`src/rtl/cpu_sequencer_if.sv`:
```
// Instruction-ROM and register-file bus between cpu_sequencer (master) and the
// memories around it (slave).
interface cpu_sequencer_if;
  logic [7:0]  pc;
  logic [15:0] instr;
  logic [2:0]  ra1;
  logic [2:0]  ra2;
  logic [7:0]  rd1;
  logic [7:0]  rd2;
  logic [2:0]  wa3;
  logic        we3;
  logic [7:0]  wd3;

  modport master (
    output pc, ra1, ra2, wa3, we3, wd3,
    input  instr, rd1, rd2
  );

  modport slave (
    input  pc, ra1, ra2, wa3, we3, wd3,
    output instr, rd1, rd2
  );
endinterface

```
`src/rtl/cpu_sequencer.sv`:
```
// Four-cycle multi-cycle CPU sequencer (fetch/decode/execute/writeback) driving a ROM and 8x8 regfile.
// Define SEQ_SINGLE_STEP_EN to add the 'step' input: one instruction per rising edge of step.
module cpu_sequencer (
  input  logic              clk,
  input  logic              reset,
`ifdef SEQ_SINGLE_STEP_EN
  input  logic              step,
`endif
  cpu_sequencer_if.master   bus,
  output logic [1:0]        state,
  output logic              halted
);

  // HALT shares the low bits of WRITEBACK so the 2-bit state output reads 3 while halted.
  typedef enum logic [2:0] {
    S_FETCH     = 3'd0,
    S_DECODE    = 3'd1,
    S_EXECUTE   = 3'd2,
    S_WRITEBACK = 3'd3,
    S_HALT      = 3'd7
  } state_e;

  state_e      state_q, state_d;
  logic [7:0]  pc_q, pc_d;
  logic [15:0] ir_q, ir_d;
  logic [7:0]  result_q, result_d;
  logic        take_q, take_d;
  logic        we3_q, we3_d;
  logic        go;

  logic [3:0]  op;
  logic [2:0]  rd, rs, rt;
  logic [7:0]  imm6_sext, imm8, alu;
  logic        writes_reg;

  assign op        = ir_q[15:12];
  assign rd        = ir_q[11:9];
  assign rs        = ir_q[8:6];
  assign rt        = ir_q[5:3];
  assign imm6_sext = {{2{ir_q[5]}}, ir_q[5:0]};
  assign imm8      = ir_q[7:0];
  assign writes_reg = (op >= 4'd1) && (op <= 4'd7) && (rd != 3'd0);

`ifdef SEQ_SINGLE_STEP_EN
  logic step_prev_q;
  assign go = step & ~step_prev_q;
`else
  assign go = 1'b1;
`endif

  assign bus.pc  = pc_q;
  assign bus.wa3 = rd;
  assign bus.we3 = we3_q;
  assign bus.wd3 = result_q;
  assign state   = state_q[1:0];
  assign halted  = (state_q == S_HALT);

  always_comb begin
    bus.ra1 = rs;
    bus.ra2 = rt;
    if (op == 4'd8) begin
      bus.ra1 = rd;
      bus.ra2 = rs;
    end
  end

  always_comb begin
    alu = 8'h00;
    case (op)
      4'd1:    alu = bus.rd1 + bus.rd2;
      4'd2:    alu = bus.rd1 - bus.rd2;
      4'd3:    alu = bus.rd1 & bus.rd2;
      4'd4:    alu = bus.rd1 | bus.rd2;
      4'd5:    alu = {7'd0, $signed(bus.rd1) < $signed(bus.rd2)};
      4'd6:    alu = bus.rd1 + imm6_sext;
      4'd7:    alu = imm8;
      default: alu = 8'h00;
    endcase
  end

  // Operands are sampled in DECODE; the result and branch decision stay frozen until WRITEBACK.
  always_comb begin
    state_d  = state_q;
    pc_d     = pc_q;
    ir_d     = ir_q;
    result_d = result_q;
    take_d   = take_q;
    we3_d    = 1'b0;
    case (state_q)
      S_FETCH: begin
        if (go) begin
          ir_d    = bus.instr;
          state_d = S_DECODE;
        end
      end
      S_DECODE: begin
        result_d = alu;
        take_d   = (bus.rd1 == bus.rd2);
        state_d  = S_EXECUTE;
      end
      S_EXECUTE: begin
        if (op == 4'hF) begin
          state_d = S_HALT;
        end else begin
          state_d = S_WRITEBACK;
          we3_d   = writes_reg;
        end
      end
      S_WRITEBACK: begin
        state_d = S_FETCH;
        pc_d    = pc_q + 8'd1;
        if (op == 4'd8 && take_q) begin
          pc_d = pc_q + 8'd1 + imm6_sext;
        end else if (op == 4'd9) begin
          pc_d = imm8;
        end
      end
      S_HALT:  state_d = S_HALT;
      default: state_d = S_FETCH;
    endcase
  end

  always_ff @(posedge clk or negedge reset) begin
    if (!reset) begin
      state_q     <= S_FETCH;
      pc_q        <= 8'd0;
      ir_q        <= 16'd0;
      result_q    <= 8'd0;
      take_q      <= 1'b0;
      we3_q       <= 1'b0;
`ifdef SEQ_SINGLE_STEP_EN
      step_prev_q <= 1'b0;
`endif
    end else begin
      state_q     <= state_d;
      pc_q        <= pc_d;
      ir_q        <= ir_d;
      result_q    <= result_d;
      take_q      <= take_d;
      we3_q       <= we3_d;
`ifdef SEQ_SINGLE_STEP_EN
      step_prev_q <= step;
`endif
    end
  end

endmodule

```
`src/flat_wrapper.sv`:
```
// flat-port wrapper written by rule: the top's interface ports become plain ports
module cpu_sequencer_flat 
  (clk, reset, state, halted, bus_pc, bus_ra1, bus_ra2, bus_wa3, bus_we3, bus_wd3, bus_instr, bus_rd1, bus_rd2);
  cpu_sequencer_if bus_i ();
  input  logic clk;
  input  logic reset;
  output logic [1:0] state;
  output logic halted;
  output wire logic [$bits(bus_i.pc)-1:0] bus_pc;
  output wire logic [$bits(bus_i.ra1)-1:0] bus_ra1;
  output wire logic [$bits(bus_i.ra2)-1:0] bus_ra2;
  output wire logic [$bits(bus_i.wa3)-1:0] bus_wa3;
  output wire logic [$bits(bus_i.we3)-1:0] bus_we3;
  output wire logic [$bits(bus_i.wd3)-1:0] bus_wd3;
  input wire logic [$bits(bus_i.instr)-1:0] bus_instr;
  input wire logic [$bits(bus_i.rd1)-1:0] bus_rd1;
  input wire logic [$bits(bus_i.rd2)-1:0] bus_rd2;
  assign bus_pc = bus_i.pc;
  assign bus_ra1 = bus_i.ra1;
  assign bus_ra2 = bus_i.ra2;
  assign bus_wa3 = bus_i.wa3;
  assign bus_we3 = bus_i.we3;
  assign bus_wd3 = bus_i.wd3;
  assign bus_i.instr = bus_instr;
  assign bus_i.rd1 = bus_rd1;
  assign bus_i.rd2 = bus_rd2;
  cpu_sequencer u_core (.clk(clk), .reset(reset), .bus(bus_i), .state(state), .halted(halted));
endmodule
```
`config.mk`:
```
export PLATFORM = sky130hd
export DESIGN_NAME = cpu_sequencer_flat
export DESIGN_NICKNAME = d
export VERILOG_FILES = /design/src/rtl/cpu_sequencer_if.sv /design/src/rtl/cpu_sequencer.sv /design/src/flat_wrapper.sv
export SDC_FILE = /design/constraint.sdc
export NUM_CORES = 1
export LEC_CHECK = 0
export CELL_PAD_IN_SITES_DETAIL_PLACEMENT = 0
export CELL_PAD_IN_SITES_GLOBAL_PLACEMENT = 2
export CORE_MARGIN = 4
export CORE_UTILIZATION = 25
export CTS_CLUSTER_SIZE = 8
export DETAILED_ROUTE_END_ITERATION = 12
export PLACE_DENSITY_LB_ADDON = 0.1
export REMOVE_ABC_BUFFERS = 1
export SLEW_MARGIN = 20
export SYNTH_ARGS = -nofsm -noshare
export SYNTH_HDL_FRONTEND = slang
export SYNTH_SLANG_ARGS = --single-unit
```
`constraint.sdc`:
```
create_clock -name clk -period 4.9 [get_ports clk]
set_input_delay 0.98 -clock clk [delete_from_list [all_inputs] [get_ports clk]]
set_output_delay 0.98 -clock clk [all_outputs]
set_load 0.005 [all_outputs]
```
==> impl_results.md, run 1 <==
* Status: finished, final reports clean
* Initial Util at around a quarter
* Reg-to-reg slack, setup at ~1.6 ns
* RSZ-0062 raised after global routing: no
* Clock Path Buffers at 2
* RR Endpoint: u_core.bus.wd3[6]$_DFFE_PN0P_
* Port bufs at 62
* DP HPWL at 8.17 mm
* Layout area overhead at 26.1%
* Main synth FF type: dfrtp_1
* Crit path kind: flip-flop to output port
* Count leader, synth: ha_1
* Crit share post-route at between 70% and 80%
* Largest cells by area after synthesis: dfrtp_1 27%, ha_1 14%, mux2_2 7.3%
* Clock sink count at 37
* Post-CTS Setup Bufs at 0
* Initial antenna violation count at 0
* Critical Path RT at 3.92 ns
* Clk_skew at ~0.0029 ns
* Synth area leader: dfrtp_1
* Diode count at 0
* Power share of the clock group at 13.0%
* 1st-pass router iterations at 4
* CTS tree: yes
* Actual slew at the worst max-slew pin at roughly 1.1 ns
* DR iter-0 viols at ~150
* GPL Wtd Cong at 0.804
* MaxCap Viol Count at 0
* Reg area at 926 µm²
* Power density cells at 592 mW/mm²
* PnR worst setup slack at ~1.4 ns
* Worst R2R Start: u_core.ir_q[14]$_DFFE_PN0P_
* Sequential fraction of design power at between 20 and 30%
* Leakage power at around 0.0018 µW
* Sequential area share after synthesis at between 20% and 30%
* Mapped cell area at 0.00339 mm²
* Final hold violation count at 0
* Post-Place Setup Slack at roughly 1.4 ns
* Fin. max-slew vios at 0
* Vias/cell at 4.69
* # fillers at approximately 1400
* Top-area cell type share of the netlist area at a little over a quarter
* Switching power at around 1100 µW
* Yosys cell types at 56
* Combinational Power Share at between 50 and 60%
* Critical Path AT at approximately 2.6 ns
* Vias in the first global route at between 2000 and 3000
* Die X at ~120 µm
* Worst hold start: u_core.bus.wd3[1]$_DFFE_PN0P_
* Total Routing Usage GR at between 10 and 15%
* GRT overflow at 0
* Cells on worst reg2reg path at 13
* Max Freq at about 280 MHz
* Hold depth at 2
* H-tree Lvls at 2
* Row cnt at 42
* Worst-path clk slew at roughly 0.06 ns
* Area of the multi-input gates at around 0.0023 mm²
* Layout Nets at ~510
* Slowest stage delay, CP at a little over 0.6 ns
* CTS Root Cell: clkbuf_16
* Routed len/inst at around 17 µm
* Slew headroom at ~30%
* Min Tclk post-route at 3.55 ns
* Cts hold-fix bufs at 0
* Setup TNS at 0 ns
* Sw Share at 43.9%
* Int Pwr at roughly 1400 µW
* Hold path endpoint: u_core.bus.wd3[1]$_DFFE_PN0P_
* Yosys reg bits at 37
* Clock buffers created by TritonCTS at 5
* VDD IR-drop max at 0.186 mV
* Fraction of layout cells with a size suffix above 1 at 9.59%
* Final core occ at roughly 32%
* CP max FO at 16
* Die height at 124 µm
* DRC Markers at 0
* Leading cell types by count after synthesis: 39 x ha_1, 37 x dfrtp_1, 31 x nor2_1
* Critical Path, Cell by Cell: nand2b_1 > nor3_2 > mux2_2 > clkdlybuf4s50_1
* Hold Crit Class: flip-flop to flip-flop
* Slowest-stage cell, CP: dfrtp_1
* Vias at approximately 2900
* CTS resizes at 0
* EDFF count, synth at 0
* Overall die area at around 0.015 mm²
* Synthesis warning total at 0
* Critical path endpoint category: output port
* First-pass GRT wire length at approximately 17 mm
* I/O Pins at 63
* Ys async rst share at between 90% and 100%
* Post-Syn Instances at a little under 400
* Endpoints failing setup at 0
* Startpoint Class: flip-flop
* Avg Inst Size Synth at 8.76 µm²
* Clock latency on the worst-skew pair at around 0.29 ns
* ANT nets after route at 0
* Largest net degree at the start of global routing at 38
* Drt total wl at 10.4 mm
* Core area at 0.0132 mm²
cell families (layout without fill, tap and decap cells):
kind of cell	after synthesis	count (layout)	share of synthesized area, %
XOR/XNOR	24	24	6.60
buffers and inverters	49	100	6.16
adder cells (fa/ha/maj)	42	42	16.2
AO/OA/AOI/OAI	97	97	17.9
AND/OR/NAND/NOR	107	107	16.0
flip-flops	37	37	27.3
multiplexers	31	31	9.96
worst max-delay path, delay by kind of cell (launching register included):
family / cells / cell delay [ns]
flip-flops: 1 / 0.61
AND/OR/NAND/NOR: 2 / 0.81
multiplexers: 1 / 0.41
buffers and inverters: 1 / 0.45
power by group through the flow:
stage / registers (µW) / clock network (µW) / logic [µW]
6_report: 709 / 331 / 1490
5_1_grt: 746 / 353 / 1660
4_1_cts: 718 / 337 / 1520
3_5_place_dp: 721 / 0 / 1520
3_3_place_gp: 718 / 0 / 1520
2_1_floorplan: 631 / 0 / 992
through the flow:
| step | std cells | hold WS (ns) | total power, µW | area, µm² |
|---|---|---|---|---|
| after floorplan | 367 | 0.443 | 1620 | 3290 |
| after global placement | 606 | 0.471 | 2240 | 4140 |
| after detailed placement | 606 | 0.483 | 2240 | 4140 |
| after CTS | 614 | 0.500 | 2580 | 4280 |
| after global routing | 614 | 0.512 | 2760 | 4280 |
| final | 614 | 0.495 | 2530 | 4280 |
area by class of cell:
cell class,instances,area share [%]
Sequential cell,37,21.6
Clock inverter,3,0.409
Multi-Input combinational cell,301,52.8
Inverter,29,2.54
Clock buffer,5,2.92
Timing Repair Buffer,63,14.6
Tap cell,176,5.15
flip-flops by register name, summed over array words and instances, names as in the netlist:
signal,flops
u_core.bus.pc,8
u_core.ir_q,16
u_core.state_q,3
u_core.bus.wd3,8
u_core.take_q,1
u_core.bus.we3,1
worst max path at each step:
stage / startpoint / end / slack [ns] / cells after the start
2_1_floorplan: u_core.ir_q[14]$_DFFE_PN0P_ / u_core.bus.wd3[6]$_DFFE_PN0P_ / 2.14 / 13
3_3_place_gp: bus_rd1[0] / u_core.bus.wd3[6]$_DFFE_PN0P_ / 1.42 / 11
3_5_place_dp: bus_rd1[1] / u_core.bus.wd3[7]$_DFFE_PN0P_ / 1.43 / 9
4_1_cts: u_core.ir_q[14]$_DFFE_PN0P_ / bus_ra2[0] / 1.27 / 4
5_1_grt: u_core.ir_q[14]$_DFFE_PN0P_ / bus_ra2[0] / 1.16 / 4
6_report: u_core.ir_q[14]$_DFFE_PN0P_ / bus_ra2[0] / 1.35 / 4
layout by cell type (no fill, tap or decap), types with 2 or more instances in the layout:
cell and count:
nand3_1 8, a311o_1 2, a211oi_1 3, nor3_1 9
inv_1 29, a21oi_1 29, xnor2_1 18, o21bai_1 2
nand3b_1 2, clkbuf_16 5, a222oi_1 2, nand2_1 28
dfrtp_1 37, nor2_1 31, ha_1 39, a31oi_1 3
clkinv_2 2, o21a_1 3, mux2_2 22, o32ai_1 3
or2_2 5, o211ai_1 2, o21ai_0 30, a21o_1 4
nor3_2 2, fa_1 3, clkdlybuf4s50_1 61, nor2b_1 3
and3_1 5, xor2_1 5, nand2b_1 5, mux2i_1 9
routing by layer:
layer | GRT usage (%) | routed length [µm] | up-vias
met5 | 0 | 0 | -
met2 | 23.6 | 5120 | 45
met1 | 17.4 | 4790 | 1372
met3 | 1.97 | 348 | 7
li1 | - | - | 1456
met4 | 3.48 | 142 | 0
Power figures use the tool's default switching activity.
==> run 2: changes to the inputs <==
==> constraint.sdc (replaced) <==
create_clock -name clk -period 2.9 [get_ports clk]
set_input_delay 0.58 -clock clk [delete_from_list [all_inputs] [get_ports clk]]
set_output_delay 0.58 -clock clk [all_outputs]
set_load 0.005 [all_outputs]
==> run 2 against run 1 <==
Via count up 5.0%. Clock power up 70%. Clock skew rose by 0.0029 ns. Sequential power rose by 50%. Combinational power increased by 92%. Power rose by 77%. Hold slack worse by 0.053 ns. Flip-flop and latch count is the same. First-iteration DRC count increased by 4.5%. Worst setup slack worse by 1.2 ns. Routed wire length increased by 3.1%. Final cell count increased by 5.4%.
==> impl_results.md, run 2 (synthesized netlist as in run 1, its figures left out) <==
* Largest net degree at the start of global routing at 38 (unchanged)
* I/O Pins at 63 (unchanged)
* DR iter-0 viols at 161 (+4.5%)
* Flip-flop count of the largest register after layout at 16 (unchanged)
* Vias in the first global route at 3118 (+4.2%)
* Total Routing Usage GR at 14.0% (+0.54 points)
* First-pass GRT wire length at 17.2 mm (+2.7%)
* Fin. max-slew vios at 0 (unchanged)
* Core area at 0.0132 mm² (unchanged)
* Clk_skew at 0.00589 ns (+0.00295 ns)
* Min Tclk post-route at 2.76 ns
* Setup TNS at 0 ns (unchanged)
* H-tree Lvls at 2 (unchanged)
* Overall die area at 0.0155 mm² (unchanged)
* Highest-count cells in the layout ignoring fill and taps: 60 x clkdlybuf4s50_1, 39 x ha_1, 37 x dfrtp_1
* Endpoints failing setup at 0 (unchanged)
* Crit path kind: flip-flop to output port
* Actual slew at the worst max-slew pin at 0.929 ns (-0.124 ns)
* Leakage power at 0.00200 µW (+10%)
* Startpoint Class: flip-flop
* Diode count at 0 (unchanged)
* Layout area overhead at 34.4%
* DRC Markers at 0 (unchanged)
* Fraction of layout cells with a size suffix above 1 at 16.3% (+6.8 points)
* Most common cell after layout, fill and taps aside: clkdlybuf4s50_1
* Hold Crit Class: input port to asynchronous set/reset pin
* Min Hold Slack at 0.442 ns (-0.0531 ns)
* Power density cells at 984 mW/mm² (+66%)
* Final hold violation count at 0 (unchanged)
* Vias at 3024 (+5.0%)
* # fillers at 1416 (-1.8%)
* CTS tree: yes
* Slew headroom at 38.1% (+8.5 points)
* Critical path endpoint category: output port
* CP max FO at 15 (-1)
* Clock Path Buffers at 2 (unchanged)
* Worst-path clk slew at 0.06 ns (about the same)
* Status: finished, final reports clean
* Crit share post-route at a little over nine tenths
* 1st-pass router iterations at 4 (unchanged)
* GRT overflow at 0 (unchanged)
* Max Freq at about 360 MHz
* Initial antenna violation count at 0 (unchanged)
* GPL Wtd Cong at 0.779 (-3.2%)
* Critical Path AT at 2.18 ns (-0.39 ns)
* Die height at 124 µm (unchanged)
* CTS Root Cell: clkbuf_16
* Vias/cell at 4.67 (-0.36%)
* Initial Util at 25.6% (unchanged)
* Critical Path RT at 2.32 ns (-1.60 ns)
* ANT nets after route at 0 (unchanged)
* VDD IR-drop max at 0.298 mV (+60%)
* Area after DPL at 0.00438 mm² (+6.0%)
* Clock sink count at 37 (unchanged)
* DP HPWL at 8.47 mm (+3.7%)
* Power, Total at 4490 µW (+77%)
* Biggest register: u_core.ir_q
* Port bufs at 62 (unchanged)
* Final Instance Area at 0.00456 mm² (+6.6%)
* RSZ-0062 raised after global routing: no
* MaxCap Viol Count at 0 (unchanged)
* Routed len/inst at 16.6 µm (-2.1%)
* Drt total wl at 10.7 mm (+3.1%)
* Row cnt at 42 (unchanged)
* Layout Nets at 547 (+6.6%)
* Cts hold-fix bufs at 0 (unchanged)
* Clock buffers created by TritonCTS at 5 (unchanged)
* Die X at 124 µm (unchanged)
* Clock latency on the worst-skew pair at 0.28 ns (about the same)
-- run 2: cell count changes in the layout (fill, tap and decap cells not counted), sizes merged --
cell,delta
clkdlybuf4s50,-1
clkinv,-2
clkbuf,+1
dlymetal6s2s,+1
buf,+34
-- run 2: timing repair --
item,4_1_cts,5_1_grt
setup endpoints to repair,0,7
gates resized for setup,0,5
buffers inserted,0,1
-- run 2: per-stage QoR --
step,util [%],cells,setup slack (ns)
after floorplan,-,367,0.143
after detailed placement,33.1,639,-0.0991
after global placement,33.1,639,-0.0440
after global routing,34.4,647,0.0278
final,34.4,647,0.142
after CTS,34.2,646,0.0249
-- run 2: final cells by class --
type,count,area (µm²),area share (%)
Sequential cell,37,926,20.3
Clock inverter,1,7.51,0.165
Timing Repair Buffer,97,888,19.5
Inverter,29,109,2.39
Clock buffer,6,139,3.05
Multi-Input combinational cell,301,2270,49.8
Tap cell,176,220,4.83
-- run 2: report_power, final --
group / leakage (µW) / switching (µW) / internal (µW)
Sequential: 0.000453 / 302 / 758
Clock: 0.0000690 / 226 / 338
Combinational: 0.00148 / 1390 / 1470
Total: 0.00200 / 1920 / 2570
-- run 2: path summary, 6_finish.rpt --
check | startpoint | end | slack [ns] | cells after the start
worst max-delay path | u_core.ir_q[14]$_DFFE_PN0P_ | bus_ra2[0] | 0.14 | 6
worst min-delay path | reset | u_core.ir_q[9]$_DFFE_PN0P_ | 0.44 | 1
worst max register to register | u_core.ir_q[14]$_DFFE_PN0P_ | u_core.bus.wd3[7]$_DFFE_PN0P_ | 0.18 | 12
worst min register to register | u_core.bus.wd3[1]$_DFFE_PN0P_ | u_core.bus.wd3[1]$_DFFE_PN0P_ | 0.49 | 2
max in group asynchronous | reset | u_core.ir_q[0]$_DFFE_PN0P_ | 1.88 | 1
min in group clk | u_core.bus.wd3[1]$_DFFE_PN0P_ | u_core.bus.wd3[1]$_DFFE_PN0P_ | 0.49 | 2
-- run 2: worst max-delay path: stages (launching register included) --
cell and delay, ns:
dfrtp_1 0.39, buf_6 0.17, nand2b_4 0.16, nor3_2 0.18, buf_4 0.19, mux2_2 0.35
clkdlybuf4s50_1 0.45
-- run 2: per-layer routing --
metal  vias up  global-route usage (%)  part of all wire, %  routed length, µm
li1       1526                       -                    -                  -
met1      1430                    17.6                   45               4810
met2        55                    25.0                   50               5350
met3        13                    1.97                  3.3                354
met4         0                    4.13                  1.9                208
met5         -                       0                    0                  0
